## config.mk

```make
export PLATFORM = sky130hd
export DESIGN_NAME = spi_reg_bank
export DESIGN_NICKNAME = d
export VERILOG_FILES = /design/src/rtl/spi_reg_bank.sv
export SDC_FILE = /design/constraint.sdc
export NUM_CORES = 1
export LEC_CHECK = 0
export CAP_MARGIN = 20
export CORE_ASPECT_RATIO = 0.8
export CORE_UTILIZATION = 40
export CTS_BUF_LIST = sky130_fd_sc_hd__clkbuf_16
export DETAILED_ROUTE_END_ITERATION = 6
export GPL_TIMING_DRIVEN = 0
export HOLD_SLACK_MARGIN = 0.05
export PLACE_DENSITY_LB_ADDON = 0.05
export SYNTH_ARGS = -nofsm -noshare
export SYNTH_HDL_FRONTEND = slang
export SYNTH_SLANG_ARGS = --single-unit
```

## constraint.sdc

```tcl
create_clock -name clk_i -period 4.4 [get_ports clk_i]
set_clock_uncertainty 0.2 [all_clocks]
set_input_delay 1.32 -clock clk_i [delete_from_list [all_inputs] [get_ports clk_i]]
set_output_delay 1.32 -clock clk_i [all_outputs]
set_load 0.01 [all_outputs]
```

## src/rtl/spi_reg_bank.sv

```systemverilog
// spi_reg_bank: pipelined Wishbone slave register bank with a streaming-read FIFO.
// Map: 0x00 STREAM, 0x01 FILL, 0x02 CTRL, 0x03 STATUS (W1C), 0x04-0x07 SCRATCH.
// Optional feature macro: SPI_REG_BANK_ERR_EN -- unmapped accesses end with err_o
// instead of ack_o. DELAY is kept for interface compatibility only; the RTL uses
// zero-delay assignments.

module spi_reg_bank #(
    parameter int WIDTH  = 8,
    parameter int ABITS  = 7,
    parameter int FDEPTH = 16,
    parameter int DELAY  = 3
) (
    input  logic             clk_i,
    input  logic             rst_i,
    input  logic             cyc_i,
    input  logic             stb_i,
    input  logic             we_i,
    input  logic [ABITS-1:0] adr_i,
    input  logic [WIDTH-1:0] dat_i,
    output logic [WIDTH-1:0] dat_o,
    output logic             ack_o,
    output logic             wat_o,
    output logic             rty_o,
    output logic             err_o,
    input  logic             s_valid_i,
    output logic             s_ready_o,
    input  logic [WIDTH-1:0] s_data_i,
    output logic [WIDTH-1:0] ctrl_o,
    output logic [WIDTH-1:0] status_o
);

    localparam int AW = $clog2(FDEPTH);
    localparam int CW = AW + 1;

    localparam logic [ABITS-1:0] A_STREAM = ABITS'(0);
    localparam logic [ABITS-1:0] A_FILL   = ABITS'(1);
    localparam logic [ABITS-1:0] A_CTRL   = ABITS'(2);
    localparam logic [ABITS-1:0] A_STATUS = ABITS'(3);
    localparam logic [ABITS-1:0] A_SCR0   = ABITS'(4);
    localparam logic [ABITS-1:0] A_SCR1   = ABITS'(5);
    localparam logic [ABITS-1:0] A_SCR2   = ABITS'(6);
    localparam logic [ABITS-1:0] A_SCR3   = ABITS'(7);

    // Elaboration-time parameter sanity checks.
    if (WIDTH != 8) begin : g_bad_width
        $error("spi_reg_bank: WIDTH must be 8");
    end
    if (FDEPTH < 2 || FDEPTH > 128 || (FDEPTH & (FDEPTH - 1)) != 0) begin : g_bad_depth
        $error("spi_reg_bank: FDEPTH must be a power of two in 2..128");
    end
    if (DELAY < 0) begin : g_bad_delay
        $error("spi_reg_bank: DELAY must be non-negative");
    end

    logic [6:0]            ctrl_q, ctrl_d;
    logic [3:0][WIDTH-1:0] scratch_q, scratch_d;
    logic                  ovf_q, ovf_d;
    logic                  udr_q, udr_d;
    logic [AW-1:0]         wr_ptr_q, wr_ptr_d;
    logic [AW-1:0]         rd_ptr_q, rd_ptr_d;
    logic [CW-1:0]         cnt_q, cnt_d;
    logic                  ack_q, ack_d;
    logic [WIDTH-1:0]      dat_q, dat_d;
    logic                  wat_q, wat_d;
    logic                  rdy_en_q, rdy_en_d;
    logic [WIDTH-1:0]      mem_q [FDEPTH];

    logic acc, rd_acc, wr_acc, empty, full, push, pop, flush;

    assign acc    = cyc_i && stb_i && !wat_q;
    assign rd_acc = acc && !we_i;
    assign wr_acc = acc && we_i;
    assign empty  = (cnt_q == '0);
    assign full   = (cnt_q == CW'(FDEPTH));
    assign flush  = wr_acc && (adr_i == A_CTRL) && dat_i[7];
    assign pop    = rd_acc && (adr_i == A_STREAM) && !empty;
    assign push   = s_valid_i && s_ready_o;

    // Stream side and status are built from registered state only.
    assign s_ready_o = rdy_en_q && !full && !wat_q;
    assign status_o  = WIDTH'({4'b0000, udr_q, ovf_q, full, empty});
    assign ctrl_o    = {1'b0, ctrl_q};
    assign dat_o     = dat_q;
    assign wat_o     = wat_q;
    assign rty_o     = 1'b0;
    // Dropping cyc_i in the response cycle masks the termination.
    assign ack_o     = ack_q && cyc_i;

`ifdef SPI_REG_BANK_ERR_EN
    logic err_q, err_d;
    logic mapped;
    assign mapped = (adr_i <= A_SCR3);
    assign err_o  = err_q && cyc_i;
`else
    assign err_o  = 1'b0;
`endif

    // Next-state: bus decode, register writes, read mux, sticky flags, FIFO pointers.
    always_comb begin
        // NOTE: every signal driven here gets a default first so no latch is inferred.
        ctrl_d    = ctrl_q;
        scratch_d = scratch_q;
        ovf_d     = ovf_q;
        udr_d     = udr_q;
        wr_ptr_d  = wr_ptr_q;
        rd_ptr_d  = rd_ptr_q;
        cnt_d     = cnt_q;
        ack_d     = 1'b0;
        dat_d     = '0;
        wat_d     = flush;
        rdy_en_d  = 1'b1;
`ifdef SPI_REG_BANK_ERR_EN
        err_d     = 1'b0;
`endif

        if (acc) begin
`ifdef SPI_REG_BANK_ERR_EN
            ack_d = mapped;
            err_d = !mapped;
`else
            ack_d = 1'b1;
`endif
            if (!we_i) begin
                case (adr_i)
                    A_STREAM: dat_d = empty ? '0 : mem_q[rd_ptr_q];
                    A_FILL:   dat_d = WIDTH'(cnt_q);
                    A_CTRL:   dat_d = {1'b0, ctrl_q};
                    A_STATUS: dat_d = status_o;
                    A_SCR0, A_SCR1, A_SCR2, A_SCR3: dat_d = scratch_q[adr_i[1:0]];
                    default:  dat_d = '0;
                endcase
            end else begin
                case (adr_i)
                    A_CTRL: ctrl_d = dat_i[6:0];
                    A_SCR0, A_SCR1, A_SCR2, A_SCR3: scratch_d[adr_i[1:0]] = dat_i;
                    default: ;
                endcase
            end
        end

        // Sticky flags: clear first, then set, so a same-cycle set wins.
        if (wr_acc && (adr_i == A_STATUS)) begin
            if (dat_i[2]) ovf_d = 1'b0;
            if (dat_i[3]) udr_d = 1'b0;
        end
        if (s_valid_i && full) ovf_d = 1'b1;
        if (rd_acc && (adr_i == A_STREAM) && empty) udr_d = 1'b1;

        if (flush) begin
            wr_ptr_d = '0;
            rd_ptr_d = '0;
            cnt_d    = '0;
        end else begin
            if (push) wr_ptr_d = wr_ptr_q + AW'(1);
            if (pop)  rd_ptr_d = rd_ptr_q + AW'(1);
            if (push && !pop)      cnt_d = cnt_q + CW'(1);
            else if (!push && pop) cnt_d = cnt_q - CW'(1);
        end
    end

    // State registers with synchronous active-low reset.
    always_ff @(posedge clk_i) begin
        // NOTE: sequential state uses non-blocking assignments only.
        if (!rst_i) begin
            ctrl_q    <= '0;
            scratch_q <= '0;
            ovf_q     <= 1'b0;
            udr_q     <= 1'b0;
            wr_ptr_q  <= '0;
            rd_ptr_q  <= '0;
            cnt_q     <= '0;
            ack_q     <= 1'b0;
            dat_q     <= '0;
            wat_q     <= 1'b0;
            rdy_en_q  <= 1'b0;
`ifdef SPI_REG_BANK_ERR_EN
            err_q     <= 1'b0;
`endif
        end else begin
            ctrl_q    <= ctrl_d;
            scratch_q <= scratch_d;
            ovf_q     <= ovf_d;
            udr_q     <= udr_d;
            wr_ptr_q  <= wr_ptr_d;
            rd_ptr_q  <= rd_ptr_d;
            cnt_q     <= cnt_d;
            ack_q     <= ack_d;
            dat_q     <= dat_d;
            wat_q     <= wat_d;
            rdy_en_q  <= rdy_en_d;
`ifdef SPI_REG_BANK_ERR_EN
            err_q     <= err_d;
`endif
        end
    end

    // FIFO storage write port.
    always_ff @(posedge clk_i) begin
        // NOTE: storage is not reset; the occupancy counter alone defines validity.
        if (push) mem_q[wr_ptr_q] <= s_data_i;
    end

endmodule

```

# Word level (Yosys, flattened, before mapping)
# Memory sizes are Yosys's and may differ from the RTL's. A register that Yosys moved wholly into a read port is not among the register bits.
# Index checks and enable logic that the tools add are counted.
[word_totals]
memories = 1
ram_bits = 128
register_bits = 65
input_bits = 29
out_inout_bits = 29
word_cells = 90
[op_classes]
n_mux = 21
add_sub_neg = 4
order_cmp = 2
n_eq_ne = 8
bitwise = 2
reduce_logical = 38
[memory_table]
columns = ["name", "words", "word_bits", "read_ports", "rd_ports_with_merged_regs", "write_ports", "line_no", "text"]
rows = [
  ["mem_q", 16, 8, 1, 1, 1, "66", "logic [WIDTH-1:0] mem_q [FDEPTH];"],
]
[ops]
columns = ["operator", "count"]
rows = [
  ["8-bit case mux with 5 select lines", 1],
  ["32-bit bitwise mux", 1],
  ["7-bit by 3-bit == test with 1-bit output (second input constant)", 4],
  ["8-bit 2-to-1 mux", 3],
  ["1-bit logical AND", 18],
  ["8-bit binary-select mux with 2-bit select", 1],
  ["8-bit demux with 2-bit select", 1],
  ["7-bit by 2-bit == test with 1-bit output (second input constant)", 2],
  ["1-bit 2-to-1 mux", 10],
  ["5-bit 2-to-1 mux", 2],
  ["2-bit nonzero test", 5],
  ["4-bit by 1-bit adder with 4-bit output (second input constant)", 2],
  ["4-bit 2-to-1 mux", 2],
  ["7-bit by 1-bit == test with 1-bit output (second input constant)", 1],
  ["7-bit logical NOT", 1],
  ["1-bit logical NOT", 6],
  ["3-bit AND reduction", 2],
  ["5-bit by 1-bit adder with 5-bit output (second input constant)", 1],
  ["5-bit == test (second input constant)", 1],
  ["5-bit logical NOT", 1],
  ["5-bit by 1-bit subtractor with 5-bit output (second input constant)", 1],
  ["2-bit AND reduction", 2],
  ["4-bit OR reduction", 1],
  ["2-bit by 3-bit less-than comparator with 1-bit output (second input constant)", 1],
  ["4 further kinds", 5],
]

# Longest topological paths before layout
# Gate-level depths: netlist (run 1).
[logic_depth]
ltp_word = 9
ltp_mapped = 13

# Least setup slack after synthesis (run 1)
# No wires, ideal clock.
[synth_path]
path_type = "input port to flip-flop"
start = "input port adr_i[5]"
end = "register cnt_q[4]"
setup_time_ns = 0.120
arrival_ns = 3.601
path_stages = 12
path_buffers = 1
path_slack_ns = 0.479
path_cell_list = "or4_1 > buf_6 > nor4_4 > inv_1 > ha_1 > inv_1 > ha_1 > nor2b_1 > o21ai_0 > and3_1 > o21ai_0 > nor3b_1"
[synth_via]
elab_chain_cells = 6
[synth_rtl]
columns = ["element", "line_no", "text"]
rows = [
  ["start: declaration", "18", "input logic [ABITS-1:0] adr_i,"],
  ["7-bit logical NOT", "76", "assign pop = rd_acc && (adr_i == A_STREAM) && !empty;"],
  ["1-bit logical AND (2 in a row)", "76", ""],
  ["1-bit logical NOT", "156", "if (push && !pop) cnt_d = cnt_q + CW'(1);"],
  ["1-bit logical AND", "156", ""],
  ["5-bit 2-to-1 mux / 2-bit nonzero test (equally long branches)", "n/a", ""],
  ["end signal: assignment", "186", "cnt_q <= cnt_d;"],
  ["end: declaration", "61", "logic [CW-1:0] cnt_q, cnt_d;"],
]
# Several ways; a longest one is shown, not always the timed one.
# A chain may end at the register's enable or synchronous reset.

# Worst setup path after layout (run 1)
# Ends and elaborated chain as after synthesis.

==> results.tsv, run 1 <==
stage	metric	value	unit
status	status	finished, final reports clean	
worst_setup_path	r2r endpoint	cnt_q[4]	
routing	final WL	19700	microns
sta	Rel. slew slack	31.3	%
placement	Post-Place Cells	892	
sta	Max Freq	242	MHz
power	Sequential Power Share	53.9	%
power	clock power share	40.1	%
die	core area	0.0199	sq mm
yosys	post-synthesis cell count	571	
min_path	Hold Path Stages	2	
worst_setup_path	worst path arrival time	4240	ps
clocking	cts bufs inserted	17	
grt	antenna violations before repair	0	
yosys	number of synthesized flops with an enable pin	128	
sta	endpoints failing setup	0	
clocking	Clock Latency Late Sink	430	ps
layout	fillcell total	1802	
sta	WHS	257	ps
placement	routability cong.	0.816	
placement	number of buffers added on ports	48	
die	starting density of the core	41.1	%
worst_setup_path	critical path capture point type	flop	
layout	nets	686	
worst_setup_path	Worst path depth	13	
layout	Final Util	48.2	%
power	switching power	857	uW
routing	Vias	4967	
min_path	HP Class	flop to flop	
worst_setup_path	flop2flop setup slack	1170	ps
power	Sw Share	23.2	%
worst_setup_path	Worst Path Buf+Inv	4	
die	Die W	162	microns
placement	post-detail-place hpwl	13900	microns
routing	final antenna-violating net count	0	
sta	RSZ-0062 raised after global routing	false	
job	max_cap viols	0	
worst_setup_path	CP max stage delay	550	ps
layout	layout cells sized above 1	17.7	%
yosys	flops & latches, synth	197	
worst_setup_path	R2R depth	13	
clocking	clk slew on worst S/H paths	80	ps
clocking	clock root cell	clkbuf_16	
worst_setup_path	Critical Path, Cell by Cell	clkdlybuf4s50_1, or4_1, buf_6, nor4_4, inv_1, ha_1, inv_1, ha_1, nor2b_1, o21ai_0, and3_1, o21ai_0, nor3b_1	
yosys	FFs w/ async S/R, synth	0	%
placement	Cell Area, Placed	0.00904	sq mm
sta	Tmin final	4130	ps
worst_setup_path	worst r2r src	cnt_q[0]	
yosys	post-synthesis sequential area ratio	63.9	%
power	Int Pwr	2840	uW
yosys	Synth Warn #	0	
grt	number of global-route vias before repair	4847	
clocking	CTS Hold Bufs	0	
yosys	post-synthesis cell area	0.00818	sq mm
grt	first-pass GRT wire length	29700	microns
worst_setup_path	CP max-delay cell	or4_1	
layout	Area Growth Syn to Fin	17.5	%
clocking	CTS tree	yes	
clocking	Resized cells post-CTS	0	
die	row count	46	
die	die area	0.0210	sq mm
clocking	post-CTS setup buffer count	0	
routing	drt pass-1 iters	6	
routing	vias per cell	5.37	
yosys	dominant synthesized flop cell	edfxtp_1	
worst_setup_path	CP Max Fanout	7	
worst_setup_path	CP Capture Point	cnt_q[4]	
sta	Period Utilization, post-route	93.8	%
power	Pleak	0.00323	uW
grt	GR Overflow Total	0	
yosys	Netlist cell types	50	
grt	largest net degree at the start of global routing	19	
layout	footprint of the multi-input gates	0.00271	sq mm
power	Worst IR Drop VDD	0.000244	V
worst_setup_path	Critical Path Source	adr_i[5]	
layout	storage element area	0.00523	sq mm
clocking	number of H-tree levels	4	
sta	fin. max-slew vios	0	
clocking	CTS Sinks	197	
routing	DRT iter0 DRCs	443	
power	combinational power share	6.0	%
sta	Hold Violations, Final	0	
routing	Routed WL per cell	21.3	microns
worst_setup_path	Critical Path Start Type	input pin	
die	Ports	58	
sta	Least-Margin Pin Slew	1030	ps
clocking	Clock Path Buffers	2	
routing	# DRC	0	
layout	final instance area	0.00961	sq mm
die	die height	130	microns
layout	Post-Layout Cell Count	925	
worst_setup_path	critical path's top delay family	simple AND/OR/NAND/NOR gates	
worst_setup_path	CP required	4520	ps
grt	GRT Overall Usage	19.8	%
worst_setup_path	kind of critical path	input pin to flop	
power	pwr/cell area	385	mW/mm^2
yosys	syn_area_per_cell	14.3	sq um
[final cells by class]
cell class / instances / area share [%]
multi-input combinational: 326 / 28.2
sequential: 197 / 54.4
antenna: 1 / 0.0261
clock buffer: 17 / 4.43
inverter: 12 / 0.469
timing repair buffer: 51 / 5.21
buffer: 42 / 2.47
clock inverter: 15 / 1.39
tap: 264 / 3.44
[worst min-delay path by stage]
| stage | start | endpoint | slack [ps] |
|---|---|---|---|
| 2_1_floorplan | scratch_q[16] | scratch_q[16] | 230 |
| 3_3_place_gp | scratch_q[11] | scratch_q[11] | 240 |
| 3_5_place_dp | scratch_q[21] | scratch_q[21] | 250 |
| 4_1_cts | scratch_q[21] | scratch_q[21] | 260 |
| 5_1_grt | scratch_q[22] | scratch_q[22] | 280 |
| 6_report | scratch_q[17] | scratch_q[17] | 260 |
[metrics by stage]
stage | power, uW | setup slack, ps | setup TNS, ps
after floorplan | 2150 | 479 | 0
after global placement | 2250 | -256 | -4720
after detailed placement | 2250 | -252 | -358
after CTS | 3730 | 192 | 0
after global routing | 3830 | 71.8 | 0
final | 3700 | 274 | 0
[sequential cells by signal (all words and copies together), names as in the netlist, named ones only]
register,flops
udr_q,1
wr_ptr_q,4
scratch_q,32
rd_ptr_q,4
rdy_en_q,1
cnt_q,5
wat_o,1
ovf_q,1
ack_q,1
dat_o,8
ctrl_q,7
mem_q,128
[synthesized netlist by cell type, types with 2 or more instances]
library cell | n | share of area (%)
a211oi_1 | 3 | 0.28
a21oi_1 | 27 | 1.7
a221o_1 | 2 | 0.24
a222oi_1 | 2 | 0.24
a22oi_1 | 8 | 0.73
and2_1 | 4 | 0.31
and3_1 | 7 | 0.54
buf_1 | 5 | 0.23
buf_2 | 10 | 0.61
buf_4 | 14 | 1.3
buf_6 | 2 | 0.28
clkbuf_1 | 11 | 0.50
dfxtp_1 | 69 | 17
edfxtp_1 | 128 | 47
ha_1 | 9 | 1.4
inv_1 | 11 | 0.50
mux2_2 | 3 | 0.41
mux2i_1 | 27 | 3.3
mux4_2 | 40 | 11
nand2_1 | 41 | 1.9
nand2_2 | 3 | 0.23
nand2b_1 | 4 | 0.31
nand3_1 | 28 | 1.7
nor2_1 | 53 | 2.4
nor2b_1 | 10 | 0.76
nor3_1 | 7 | 0.43
nor3b_1 | 2 | 0.18
nor4_1 | 2 | 0.15
nor4_4 | 2 | 0.52
o21ai_0 | 7 | 0.43
o22ai_1 | 5 | 0.38
xnor2_1 | 2 | 0.21
xor2_1 | 6 | 0.64
[power groups by stage]
stage	Clock (uW)	Combinational, uW	Sequential [uW]
final	1480	223	1990
after global routing	1590	244	1990
after CTS	1520	221	1990
after detailed placement	0	220	2030
after global placement	0	214	2030
after floorplan	0	122	2030
[logic make-up after synthesis]
| kind of cell | after synthesis | share of synthesized area [%] |
|---|---|---|
| adder cells (fa/ha/maj) | 10 | 1.62 |
| other | 1 | 0.0459 |
| AND/OR/NAND/NOR | 172 | 10.6 |
| AO/OA/AOI/OAI | 59 | 4.77 |
| buffers and inverters | 54 | 3.46 |
| multiplexers | 70 | 14.7 |
| flip-flops | 197 | 63.9 |
| XOR/XNOR | 8 | 0.857 |
[cell usage in the layout (no fill, tap or decap), types with 7 or more instances in the layout]
cell type,n
ha_1,9
inv_1,11
mux2i_1,27
clkbuf_1,11
a22oi_1,8
a21oi_1,27
clkdlybuf4s50_1,48
nor2_1,52
edfxtp_1,128
nor2b_1,10
dfxtp_1,69
buf_2,11
o21ai_0,7
conb_1,7
clkbuf_16,17
and3_1,7
mux4_2,40
nand3_1,28
buf_4,16
nand2_1,41
[worst min-delay path: stages, from the launching register on]
cell and delay [ps]:
dfxtp_1 310, nand2_1 50, a21oi_1 50
[per-layer routing]
metal	vias to the layer above	GRT usage [%]	share of wire [%]
li1	2289	-	-
met1	2534	29.9	50
met2	135	28.7	44
met3	9	4.86	5.4
met4	0	4.33	0.60
met5	-	0	0
(Power assumes the default switching activity.)
==> run 2, diff against run 1 <==
- ABC_CLOCK_PERIOD_IN_PS: not set -> 4400
==> results of run 2 <==
The final DEF is identical to that of run 1; final timing and power are the same.
==> run 3, diff against run 2 <==
- SETUP_SLACK_MARGIN: not set -> 0.15
- SKIP_LAST_GASP: not set -> 1
- SLEW_MARGIN: not set -> 25
==> results.tsv, run 3 (synthesis gave the netlist of run 1 again) <==
stage	metric	value	unit	change
worst_setup_path	worst r2r src	cnt_q[0]		unchanged
die	starting density of the core	41.1	%	unchanged
worst_setup_path	r2r endpoint	cnt_q[4]		unchanged
sta	Max Freq	247	MHz	was 242 MHz
min_path	Hold EP	scratch_q[17]		unchanged
die	core area	0.0199	sq mm	unchanged
die	die area	0.0210	sq mm	unchanged
grt	antenna violations before repair	0		unchanged
die	Die W	162	microns	unchanged
grt	GR Overflow Total	0		unchanged
clocking	Clock Path Buffers	2		unchanged
layout	nets	684		was 686
layout	layout cells sized above 1	17.9	%	was 17.7%
sta	Least-Margin Pin Slew	1070	ps	was 1030 ps
routing	final antenna-violating net count	0		unchanged
power	pwr/cell area	398	mW/mm^2	was 385 mW/mm^2
clocking	Clock Latency Late Sink	430	ps	about the same
clocking	cts bufs inserted	17		unchanged
die	die height	130	microns	unchanged
layout	Top reg by flops	mem_q		unchanged
clocking	number of H-tree levels	4		unchanged
layout	most frequent cells in the layout	edfxtp_1 (128), dfxtp_1 (69), nor2_1 (52)		unchanged
min_path	HP Class	flop to flop		unchanged
sta	Tmin final	4050	ps	was 4130 ps
sta	Rel. slew slack	28.7	%	was 31.3%
routing	Vias	5009		was 4967
worst_setup_path	CP max-delay cell	or4_1		unchanged
placement	routability cong.	0.816		unchanged
sta	final setup margin	348	ps	was 274 ps
grt	number of global-route vias before repair	4946		was 4847
placement	Post-Place Cells	890		was 892
sta	post-route setup TNS	0	ps	unchanged
worst_setup_path	CP max stage delay	540	ps	was 550 ps
clocking	clk slew on worst S/H paths	70	ps	was 80 ps
routing	# DRC	0		unchanged
worst_setup_path	Critical Path Start Type	input pin		unchanged
die	Ports	58		unchanged
routing	drt pass-1 iters	4		was 6
sta	WHS	259	ps	was 257 ps
grt	GRT Overall Usage	20.1	%	was 19.8%
routing	vias per cell	5.43		was 5.37
placement	pre-CTS setup slack	-280	ps	was -252 ps
status	status	finished, final reports clean		unchanged
worst_setup_path	CP required	4560	ps	was 4520 ps
job	max_cap viols	0		unchanged
routing	final WL	19900	microns	was 19700 microns
placement	post-detail-place hpwl	14000	microns	was 13900 microns
power	Pleak	0.00326	uW	was 0.00323 uW
sta	Hold Violations, Final	0		unchanged
worst_setup_path	critical path capture point type	flop		unchanged
worst_setup_path	flop2flop setup slack	1210	ps	was 1170 ps
worst_setup_path	CP Max Fanout	7		unchanged
clocking	CTS Sinks	197		unchanged
sta	RSZ-0062 raised after global routing	false		unchanged
placement	number of buffers added on ports	48		unchanged
layout	max FFs per register	128		unchanged
routing	Routed WL per cell	21.6	microns	was 21.3 microns
layout	Area Growth Syn to Fin	18.3	%	was 17.5%
clocking	post-CTS setup buffer count	0		unchanged
grt	first-pass GRT wire length	30000	microns	was 29700 microns
power	Worst IR Drop VDD	0.000228	V	was 0.000244 V
worst_setup_path	kind of critical path	input pin to flop		unchanged
die	row count	46		unchanged
sta	endpoints failing setup	0		unchanged
clocking	CTS Hold Bufs	0		unchanged
sta	Period Utilization, post-route	92.1	%	was 93.8%
clocking	CTS tree	yes		unchanged
clocking	Resized cells post-CTS	0		unchanged
layout	fillcell total	1790		was 1802
layout	Post-Layout Cell Count	922		was 925
layout	ant diodes	0		was 1
min_path	hold path start	scratch_q[17]		unchanged
worst_setup_path	R2R depth	13		unchanged
layout	commonest non-fill, non-tap cell in the layout	edfxtp_1		unchanged
worst_setup_path	worst path arrival time	4210	ps	was 4240 ps
routing	DRT iter0 DRCs	493		was 443
sta	fin. max-slew vios	0		unchanged
worst_setup_path	Critical Path, Cell by Cell	clkdlybuf4s50_1, or4_1, buf_6, nor4_4, inv_1, ha_1, fa_1, nor2b_1, o21ai_1, and3_1, o21ai_0, nor3b_1		was clkdlybuf4s50_1, or4_1, buf_6, nor4_4, inv_1, ha_1, inv_1, ha_1, nor2b_1, o21ai_0, and3_1, o21ai_0, nor3b_1
clocking	clock root cell	clkbuf_16		unchanged
min_path	Hold Path Stages	2		unchanged
grt	largest net degree at the start of global routing	18		was 19
==> run 3: changes by cell type in the layout (fill, tap and decap cells not counted), moves of 2 or more <==
cell and change:
nor3_1 -3, clkbuf_16 +4, inv_4 -2, nor3_2 +3
==> run 3: metal layers <==
layer	part of all wire (%)	track usage [%]	vias to the layer above
met5	0	0	-
met4	1.2	5.22	0
met3	5.4	4.96	17
met2	44	29.1	127
met1	50	30.0	2594
li1	-	-	2271
==> run 3: worst max path at each step <==
stage,from,end,cells after the start,slack (ps)
floorplan,adr_i[5],cnt_q[4],12,480
global placement,s_valid_i,mem_q[2][1],5,-260
detailed placement,adr_i[1],cnt_q[4],14,-280
CTS,adr_i[1],cnt_q[4],14,160
global route,adr_i[5],cnt_q[4],13,200
finish,adr_i[5],cnt_q[4],12,350
==> run 3: worst max-delay path, delay by kind of cell <==
family | cells | cell delay [ps]
buffers and inverters | 3 | 640
and+or+nand+nor | 5 | 1410
AOI/OAI and AO/OA | 2 | 220
adders and majority gates | 2 | 610
==> run 3: final cells by class <==
| class | instances | area (sq um) | area share [%] |
|---|---|---|---|
| multi-input combinational | 326 | 2720 | 28.1 |
| inverter | 12 | 45.0 | 0.465 |
| clock inverter | 11 | 105 | 1.09 |
| clock buffer | 21 | 526 | 5.43 |
| timing repair buffer | 49 | 488 | 5.04 |
| tap | 264 | 330 | 3.41 |
| buffer | 42 | 238 | 2.46 |
| sequential | 197 | 5230 | 54.0 |
==> run 3: metrics by stage <==
| stage | instance area, sq um | total power (uW) | utilization, % |
|---|---|---|---|
| after floorplan | 8200 | 2150 | - |
| after global placement | 9010 | 2250 | 45.3 |
| after detailed placement | 9040 | 2250 | 45.4 |
| after CTS | 9670 | 3870 | 48.6 |
| after global routing | 9680 | 3970 | 48.6 |
| final | 9680 | 3850 | 48.6 |
==> run 3: power breakdown <==
group	total (uW)	switching, uW	internal (uW)	leakage (uW)
Clock	1640	711	925	0.000321
Sequential	1990	11.2	1980	0.00171
Combinational	222	133	89.2	0.00123
Total	3850	856	3000	0.00326
